===== src/rtl/uart_tx_fsm_if.sv =====
// Handshake and mux-control bundle between the data source, the frame sequencer
// and the registered TX output mux.
interface uart_tx_fsm_if #(
   parameter int DATA_WIDTH = 8
);
   logic [DATA_WIDTH-1:0] p_data;
   logic                  data_valid;
   logic                  par_en;
   logic                  par_typ;
   logic [2:0]            mux_sel;
   logic                  ser_data;
   logic                  par_bit;
   logic                  busy;

   modport master (
      output p_data, data_valid, par_en, par_typ,
      input  mux_sel, ser_data, par_bit, busy
   );

   modport slave (
      input  p_data, data_valid, par_en, par_typ,
      output mux_sel, ser_data, par_bit, busy
   );
endinterface


===== src/rtl/uart_tx_fsm.sv =====
// UART TX frame sequencer: start / LSB-first data / optional parity / stop, one bit per clk.
// Define UART_TX_BACK2BACK_EN to let a request seen in STOP start the next frame with no idle gap.
module uart_tx_fsm #(
   parameter int DATA_WIDTH = 8
) (
   input  logic         clk,
   input  logic         rst,
   uart_tx_fsm_if.slave bus
);
   localparam int CW = (DATA_WIDTH > 2) ? $clog2(DATA_WIDTH) : 1;

   // State codes equal the mux select they drive, so decoding is a straight copy.
   typedef enum logic [2:0] {
      S_START  = 3'b000,
      S_IDLE   = 3'b001,
      S_DATA   = 3'b010,
      S_PARITY = 3'b011,
      S_STOP   = 3'b100
   } state_e;

   state_e                state_q, state_d;
   logic [DATA_WIDTH-1:0] shift_q, shift_d;
   logic [CW-1:0]         cnt_q, cnt_d;
   logic                  par_en_q, par_en_d;
   logic                  par_bit_q, par_bit_d;
   logic                  load;
   logic [2:0]            mux_sel;
   logic                  busy;

   always_ff @(posedge clk) begin
      if (rst) begin
         state_q   <= S_IDLE;
         shift_q   <= '0;
         cnt_q     <= '0;
         par_en_q  <= 1'b0;
         par_bit_q <= 1'b0;
      end else begin
         state_q   <= state_d;
         shift_q   <= shift_d;
         cnt_q     <= cnt_d;
         par_en_q  <= par_en_d;
         par_bit_q <= par_bit_d;
      end
   end

   always_comb begin
      state_d   = state_q;
      shift_d   = shift_q;
      cnt_d     = cnt_q;
      par_en_d  = par_en_q;
      par_bit_d = par_bit_q;
      load      = 1'b0;
      mux_sel   = 3'b001;
      busy      = 1'b0;

      case (state_q)
         S_IDLE: begin
            load = bus.data_valid;
         end
         S_START: begin
            mux_sel = 3'b000;
            busy    = 1'b1;
            cnt_d   = '0;
            state_d = S_DATA;
         end
         S_DATA: begin
            mux_sel = 3'b010;
            busy    = 1'b1;
            shift_d = shift_q >> 1;
            // Clear rather than increment on the last bit so the counter never wraps.
            if (cnt_q == CW'(DATA_WIDTH - 1)) begin
               cnt_d   = '0;
               state_d = par_en_q ? S_PARITY : S_STOP;
            end else begin
               cnt_d = cnt_q + CW'(1);
            end
         end
         S_PARITY: begin
            mux_sel = 3'b011;
            busy    = 1'b1;
            state_d = S_STOP;
         end
         S_STOP: begin
            mux_sel = 3'b100;
            busy    = 1'b1;
            state_d = S_IDLE;
`ifdef UART_TX_BACK2BACK_EN
            load    = bus.data_valid;
`endif
         end
         default: begin
            state_d = S_IDLE;
         end
      endcase

      // par_typ only matters at load time, so it is folded into par_bit here.
      if (load) begin
         shift_d   = bus.p_data;
         par_en_d  = bus.par_en;
         par_bit_d = bus.par_typ ? ~^bus.p_data : ^bus.p_data;
         cnt_d     = '0;
         state_d   = S_START;
      end
   end

   assign bus.mux_sel  = mux_sel;
   assign bus.busy     = busy;
   assign bus.ser_data = shift_q[0];
   assign bus.par_bit  = par_bit_q;
endmodule


===== src/flat_wrapper.sv =====
// flat-port wrapper written by rule: the top's interface ports become plain ports
module uart_tx_fsm_flat 
#(
   parameter int DATA_WIDTH = 8
)
  (clk, rst, bus_p_data, bus_data_valid, bus_par_en, bus_par_typ, bus_mux_sel, bus_ser_data, bus_par_bit, bus_busy);
  uart_tx_fsm_if #(.DATA_WIDTH(DATA_WIDTH)) bus_i ();
  input  logic clk;
  input  logic rst;
  input wire logic [$bits(bus_i.p_data)-1:0] bus_p_data;
  input wire logic [$bits(bus_i.data_valid)-1:0] bus_data_valid;
  input wire logic [$bits(bus_i.par_en)-1:0] bus_par_en;
  input wire logic [$bits(bus_i.par_typ)-1:0] bus_par_typ;
  output wire logic [$bits(bus_i.mux_sel)-1:0] bus_mux_sel;
  output wire logic [$bits(bus_i.ser_data)-1:0] bus_ser_data;
  output wire logic [$bits(bus_i.par_bit)-1:0] bus_par_bit;
  output wire logic [$bits(bus_i.busy)-1:0] bus_busy;
  assign bus_i.p_data = bus_p_data;
  assign bus_i.data_valid = bus_data_valid;
  assign bus_i.par_en = bus_par_en;
  assign bus_i.par_typ = bus_par_typ;
  assign bus_mux_sel = bus_i.mux_sel;
  assign bus_ser_data = bus_i.ser_data;
  assign bus_par_bit = bus_i.par_bit;
  assign bus_busy = bus_i.busy;
  uart_tx_fsm #(.DATA_WIDTH(DATA_WIDTH)) u_core (.clk(clk), .rst(rst), .bus(bus_i));
endmodule

===== config.mk =====
export PLATFORM = sky130hd
export DESIGN_NAME = uart_tx_fsm_flat
export DESIGN_NICKNAME = d
export VERILOG_FILES = /design/src/rtl/uart_tx_fsm_if.sv /design/src/rtl/uart_tx_fsm.sv /design/src/flat_wrapper.sv
export SDC_FILE = /design/constraint.sdc
export NUM_CORES = 1
export LEC_CHECK = 0
export ABC_AREA = 1
export CAP_MARGIN = 30
export CORE_MARGIN = 10
export CORE_UTILIZATION = 50
export CTS_CLUSTER_SIZE = 8
export DETAILED_ROUTE_END_ITERATION = 8
export GPL_TIMING_DRIVEN = 0
export HOLD_SLACK_MARGIN = 0.08
export PLACE_DENSITY = 0.79
export SETUP_SLACK_MARGIN = 0.05
export SYNTH_ARGS = -nofsm -noshare
export SYNTH_HDL_FRONTEND = slang
export SYNTH_SLANG_ARGS = --single-unit

===== constraint.sdc =====
create_clock -name clk -period 3 [get_ports clk]
set_clock_uncertainty 0.2 [all_clocks]
set_input_delay 0.6 -clock clk [delete_from_list [all_inputs] [get_ports clk]]
set_output_delay 0.6 -clock clk [all_outputs]
set_load 0.01 [all_outputs]

# Word level (Yosys, flattened, before mapping)

Cells that the tools add are included.

Add/sub/neg operators: 1
Equal/unequal tests: 8
Mux-type cells: 12
Bitwise logic cells: 1
Reductions and logical operators: 9

Operators by type and width:

| kind                  | number |
|---|---|
| $pmux W3 S4           | 2 |
| $mux W8               | 2 |
| $mux W3               | 3 |
| $reduce_xnor A8 Y1    | 1 |
| $reduce_xor A8 Y1     | 1 |
| $eq A3 B2 Y1 const B  | 2 |
| $eq A3 B3 Y1 const B  | 2 |
| $pmux W3 S2           | 1 |
| $mux W1               | 4 |
| $ne A2 B1 Y1 const B  | 2 |
| $reduce_and A2 Y1     | 2 |
| $reduce_bool A2 Y1    | 2 |
| $reduce_or A4 Y1      | 1 |
| $add A3 B1 Y3 const B | 1 |
| $eq A3 B1 Y1 const B  | 1 |
| $logic_not A3 Y1      | 1 |
| $ne A3 B1 Y1 const B  | 1 |
| $reduce_or A2 Y1      | 1 |
| $not A1 Y1            | 1 |

Register bits: 16

# Depth between registers and ports, before layout

Depth in word-level cells: 4
Depth in mapped cells: 10
Depth with buffers taken out: 10

# Least setup slack after synthesis

OpenSTA, ideal clock, no wires.

Kind: reg2out
From: register u_core.state_q[2]
To: output port bus_mux_sel[0]
Data arrival time: 776 ps
Required time: 2200 ps
Setup slack: 1424 ps
Cell stages (with the launch flop): 3
Buffers on the path: 0
Path through: dfxtp_1 inv_1 o21ai_0

Longest elaborated chain between the ends: 2

RTL lines:

| what                                       | RTL line           | RTL |
|---|---|---|
| from (decl)                                | uart_tx_fsm.sv:21  | `state_e state_q, state_d;` |
| from (signal assigned)                     | uart_tx_fsm.sv:38  | `state_q <= state_d;` |
| $eq A3 B3 Y1, or another cell as far along | uart_tx_fsm.sv:56  | `case (state_q)` |
| $pmux W3 S4 (*)                            | uart_tx_fsm.sv:56  |  |
| to (decl)                                  | flat_wrapper.sv:14 | `output wire logic [$bits(bus_i.mux_sel)-1:0] bus_mux_sel;` |

Mark *: on every way between the ends. The rest lies on a longest branch, timed or not.

# Worst setup path after layout

Same ends and word-level chain as after synthesis.

==> flow_summary.html <==
<table>
<tr><th>Metric</th><th>Value</th></tr>
<tr><th colspan="2">Power and ir drop</th></tr>
<tr><td>Share of total power in the clock network</td><td>27.4%</td></tr>
<tr><td>Part of the power in registers</td><td>46.1%</td></tr>
<tr><td>NetSw</td><td>0.000155 W</td></tr>
<tr><td>Internal power of the cells</td><td>0.000367 W</td></tr>
<tr><td>Power share of the combinational group</td><td>26.5%</td></tr>
<tr><td>Power after layout</td><td>0.000522 W</td></tr>
<tr><td>Areal power density over the cells</td><td>478 nW/um^2</td></tr>
<tr><td>Max IR drop VDD</td><td>0.000266 V</td></tr>
<tr><td>Static power due to leakage</td><td>0.524 nW</td></tr>
<tr><td>Net Sw Frac</td><td>29.7%</td></tr>
<tr><th colspan="2">Floorplanning</th></tr>
<tr><td>Placement Rows</td><td>14</td></tr>
<tr><td>Horiz. Die Dim</td><td>61.6 um</td></tr>
<tr><td>Core area</td><td>1580 um^2</td></tr>
<tr><td>Ports placed on the boundary</td><td>19</td></tr>
<tr><td>Initial core utilization</td><td>54.9%</td></tr>
<tr><td>Total die area</td><td>3800 um^2</td></tr>
<tr><td>DIE HEIGHT</td><td>61.6 um</td></tr>
<tr><th colspan="2">Status</th></tr>
<tr><td>Result of the run</td><td>finished clean</td></tr>
<tr><th colspan="2">Clocking</th></tr>
<tr><td>Clock transition at the registers of the reported paths</td><td>0.10 ns</td></tr>
<tr><td>Longest Clk Path Bufs</td><td>2</td></tr>
<tr><td>Clock insertion delay at the later pin of the skew report</td><td>0.28 ns</td></tr>
<tr><td>Root buf cell</td><td>sky130_fd_sc_hd__clkbuf_4</td></tr>
<tr><td>Setup fix buffers added after clock tree synthesis</td><td>0</td></tr>
<tr><td>Resize count post-CTS</td><td>0</td></tr>
<tr><td>Clock tree from TritonCTS</td><td>built</td></tr>
<tr><td>Htree depth</td><td>1</td></tr>
<tr><td>TritonCTS sink count</td><td>16</td></tr>
<tr><td>Clock buffer count from CTS</td><td>3</td></tr>
<tr><td>Post-CTS Hold Buffers</td><td>0</td></tr>
<tr><th colspan="2">Routing</th></tr>
<tr><td>Starting DRT DRC Count</td><td>17</td></tr>
<tr><td>Number of optimization iterations in the first detailed-route pass</td><td>4</td></tr>
<tr><td>Count of unresolved DRC violations after routing</td><td>0</td></tr>
<tr><td>Wire length after detailed routing</td><td>1.74 mm</td></tr>
<tr><td>Antenna viol nets, final</td><td>0</td></tr>
<tr><td>Routed wirelength normalized by instance count</td><td>10.5 um</td></tr>
<tr><td>Vias</td><td>827</td></tr>
<tr><td>Vias per std cell</td><td>5.01</td></tr>
<tr><th colspan="2">STA</th></tr>
<tr><td>Final cycle utilization of the critical path</td><td>78.5%</td></tr>
<tr><td>Fin. Hold Viols</td><td>0</td></tr>
<tr><td>RSZ-0062 raised after global routing</td><td>no</td></tr>
<tr><td>Fmax</td><td>425 MHz</td></tr>
<tr><td>Final critical path time including I/O delays and setup</td><td>2.35 ns</td></tr>
<tr><td>Worst setup slack after layout</td><td>0.645 ns</td></tr>
<tr><td>TNS Setup</td><td>0 ns</td></tr>
<tr><td>Number of endpoints failing setup at the final stage</td><td>0</td></tr>
<tr><td>Least-Margin Pin Slew</td><td>0.381 ns</td></tr>
<tr><td>Post-Route Hold Slack</td><td>0.269 ns</td></tr>
<tr><td>Relative slew slack</td><td>74.6%</td></tr>
<tr><td>Final number of max-transition violations</td><td>0</td></tr>
<tr><th colspan="2">Setup path</th></tr>
<tr><td>Kind of capture point of the worst setup path</td><td>output port</td></tr>
<tr><td>Category of cells accounting for the largest share of critical-path delay</td><td>buffers and inverters</td></tr>
<tr><td>Type of element launching the critical path</td><td>flop</td></tr>
<tr><td>Worst Path Buf+Inv</td><td>2</td></tr>
<tr><td>Max stage delay cell, worst path</td><td>sky130_fd_sc_hd__clkdlybuf4s50_1</td></tr>
<tr><td>Largest fanout on the critical path</td><td>4</td></tr>
<tr><td>Required time worst endpoint</td><td>2.20 ns</td></tr>
<tr><td>Worst Path Class, Setup</td><td>reg2out</td></tr>
<tr><td>CP Cell Sequence</td><td>inv_1 -&gt; o21ai_0 -&gt; clkdlybuf4s50_1</td></tr>
<tr><td>Maximum single-stage delay on the critical path</td><td>0.56 ns</td></tr>
<tr><td>Worst path arrival time</td><td>1.55 ns</td></tr>
<tr><th colspan="2">Yosys</th></tr>
<tr><td>Count leader, synth</td><td>sky130_fd_sc_hd__nand2_1</td></tr>
<tr><td>Most used flip-flop cell after synthesis</td><td>sky130_fd_sc_hd__dfxtp_1</td></tr>
<tr><td>Post-synthesis cell type count</td><td>24</td></tr>
<tr><td>Total number of yosys warnings</td><td>0</td></tr>
<tr><td>Flip-flop and latch count after synthesis</td><td>16</td></tr>
<tr><td>Synthesized area per cell</td><td>6.76 um^2</td></tr>
<tr><td>Share of Yosys cell area claimed by the top area cell type</td><td>37.0%</td></tr>
<tr><td>Synthesized netlist cell count</td><td>128</td></tr>
<tr><td>Share of the yosys chip area belonging to registers</td><td>37.0%</td></tr>
<tr><td>Cell types with the highest counts after synthesis</td><td>52 x sky130_fd_sc_hd__nand2_1, 17 x sky130_fd_sc_hd__inv_1, 16 x sky130_fd_sc_hd__dfxtp_1</td></tr>
<tr><td>Post-synthesis async set-or-reset flop share</td><td>0%</td></tr>
<tr><td>Area contributors post-synth</td><td>sky130_fd_sc_hd__dfxtp_1 37%, sky130_fd_sc_hd__nand2_1 23%, sky130_fd_sc_hd__inv_1 7.4%</td></tr>
<tr><td>Post-synthesis instance area</td><td>866 um^2</td></tr>
<tr><td>Post-Synthesis Net Count</td><td>143</td></tr>
<tr><td>Number of flops mapped to enable cells by yosys</td><td>0</td></tr>
<tr><td>Top cell type by total area after synthesis</td><td>sky130_fd_sc_hd__dfxtp_1</td></tr>
<tr><th colspan="2">Finish</th></tr>
<tr><td>Footprint of the flip-flops and latches</td><td>320 um^2</td></tr>
<tr><td>Fill cell count</td><td>156</td></tr>
<tr><td>Net count, final</td><td>165</td></tr>
<tr><td>Proportion of layout cells with a drive suffix above 1</td><td>10.1%</td></tr>
<tr><td>Layout overhead on the synthesized area</td><td>26.2%</td></tr>
<tr><td>Area of the multi-input gates</td><td>447 um^2</td></tr>
<tr><td>N_diodes</td><td>0</td></tr>
<tr><th colspan="2">Placed design</th></tr>
<tr><td>Worst setup slack before clock tree synthesis</td><td>0.933 ns</td></tr>
<tr><td>Final weighted congestion in routability-driven placement</td><td>0.767</td></tr>
<tr><td>Number of port buffers</td><td>17</td></tr>
<tr><td>Half-perimeter wire length of the detailed placement result</td><td>1.46 mm</td></tr>
<tr><th colspan="2">GRT</th></tr>
<tr><td>Global route total overflow</td><td>0</td></tr>
<tr><td>Pin count of the biggest net entering global routing</td><td>11</td></tr>
<tr><td>First-pass GRT wire length</td><td>2.73 mm</td></tr>
<tr><td>Global router's overall resource usage</td><td>9.42%</td></tr>
<tr><td>Initial antenna violation count</td><td>0</td></tr>
<tr><td>Vias in the first global route</td><td>678</td></tr>
<tr><th colspan="2">Run</th></tr>
<tr><td>Max-cap check violation count</td><td>0</td></tr>
<tr><th colspan="2">Hold path</th></tr>
<tr><td>Class of the tightest hold or removal check</td><td>reg2reg</td></tr>
</table>
[routing by layer]
metal	vias up	wire [um]	share of wire (%)	global-route usage, %
met1	364	836	48	11.2
met4	0	19	1.1	3.82
met2	16	759	44	14.6
met3	4	124	7.1	3.91
li1	443	-	-	-
met5	-	0	0	0
[power groups by stage]
stage / sequential (W) / clock, W / combinational, W
5_1_grt: 0.000243 / 0.000154 / 0.000154
3_5_place_dp: 0.000245 / 0 / 0.000140
3_3_place_gp: 0.000245 / 0 / 0.000137
6_report: 0.000241 / 0.000143 / 0.000139
4_1_cts: 0.000241 / 0.000146 / 0.000141
2_1_floorplan: 0.000245 / 0 / 0.0000869
[worst paths after layout]
| path | from | to | slack (ns) | depth (start not counted) |
|---|---|---|---|---|
| setup / recovery | u_core.state_q[2] | bus_mux_sel[0] | 0.65 | 3 |
| hold / removal | u_core.shift_q[7] | u_core.shift_q[7] | 0.27 | 2 |
| setup reg to reg | u_core.cnt_q[0] | u_core.state_q[0] | 1.57 | 6 |
| hold reg to reg | u_core.shift_q[7] | u_core.shift_q[7] | 0.27 | 2 |
[cells in the final DEF, fill, tap and decap left out, types with 2 or more instances in the layout]
cell | netlist | final
sky130_fd_sc_hd__inv_1 | 17 | 17
sky130_fd_sc_hd__ha_1 | 2 | 2
sky130_fd_sc_hd__nor2_4 | 2 | 2
sky130_fd_sc_hd__nand3_1 | 3 | 3
sky130_fd_sc_hd__o21ai_1 | 2 | 2
sky130_fd_sc_hd__inv_4 | 2 | 2
sky130_fd_sc_hd__inv_2 | 2 | 2
sky130_fd_sc_hd__clkdlybuf4s50_1 | 0 | 17
sky130_fd_sc_hd__nand2_1 | 52 | 52
sky130_fd_sc_hd__nor2_1 | 4 | 4
sky130_fd_sc_hd__a31oi_1 | 7 | 7
sky130_fd_sc_hd__dfxtp_1 | 16 | 16
sky130_fd_sc_hd__a21oi_1 | 7 | 7
sky130_fd_sc_hd__clkbuf_4 | 0 | 3
[state kept, by name (all words and copies together), names as in the netlist]
signal	count
u_core.shift_q	8
u_core.cnt_q	3
u_core.state_q	3
u_core.bus.par_bit	1
u_core.par_en_q	1
[final cells by class]
class | count | share of cell area [%]
buffer | 2 | 1.37
clock buffer | 4 | 3.32
inverter | 21 | 7.67
multi-input combinational | 89 | 40.9
sequential | 16 | 29.3
tap | 16 | 1.83
timing repair buffer | 17 | 15.6
[stage by stage]
stage / utilization (%) / cell area [um^2] / instances
global placement: 67.0 / 1060 / 161
global route: 69.3 / 1090 / 165
CTS: 69.3 / 1090 / 165
finish: 69.3 / 1090 / 165
detailed placement: 67.0 / 1060 / 161
floorplan: - / 866 / 128
[cells by family (layout without fill, tap and decap cells)]
kind of cell             Yosys count  after routing  share of synthesized area [%]
AND/OR/NAND/NOR                   66             66                           34.0
buffers and inverters             23             44                           11.4
AO/OA/AOI/OAI                     20             20                           13.7
flip-flops                        16             16                           37.0
adder cells (fa/ha/maj)            2              2                           2.89
XOR/XNOR                           1              1                           1.01
[tightest hold or removal path, cell delays in order (launching register included)]
cell,delay [ns]
sky130_fd_sc_hd__dfxtp_1,0.32
sky130_fd_sc_hd__nand2_1,0.06
sky130_fd_sc_hd__a21oi_1,0.05
(Power assumes the default switching activity.)
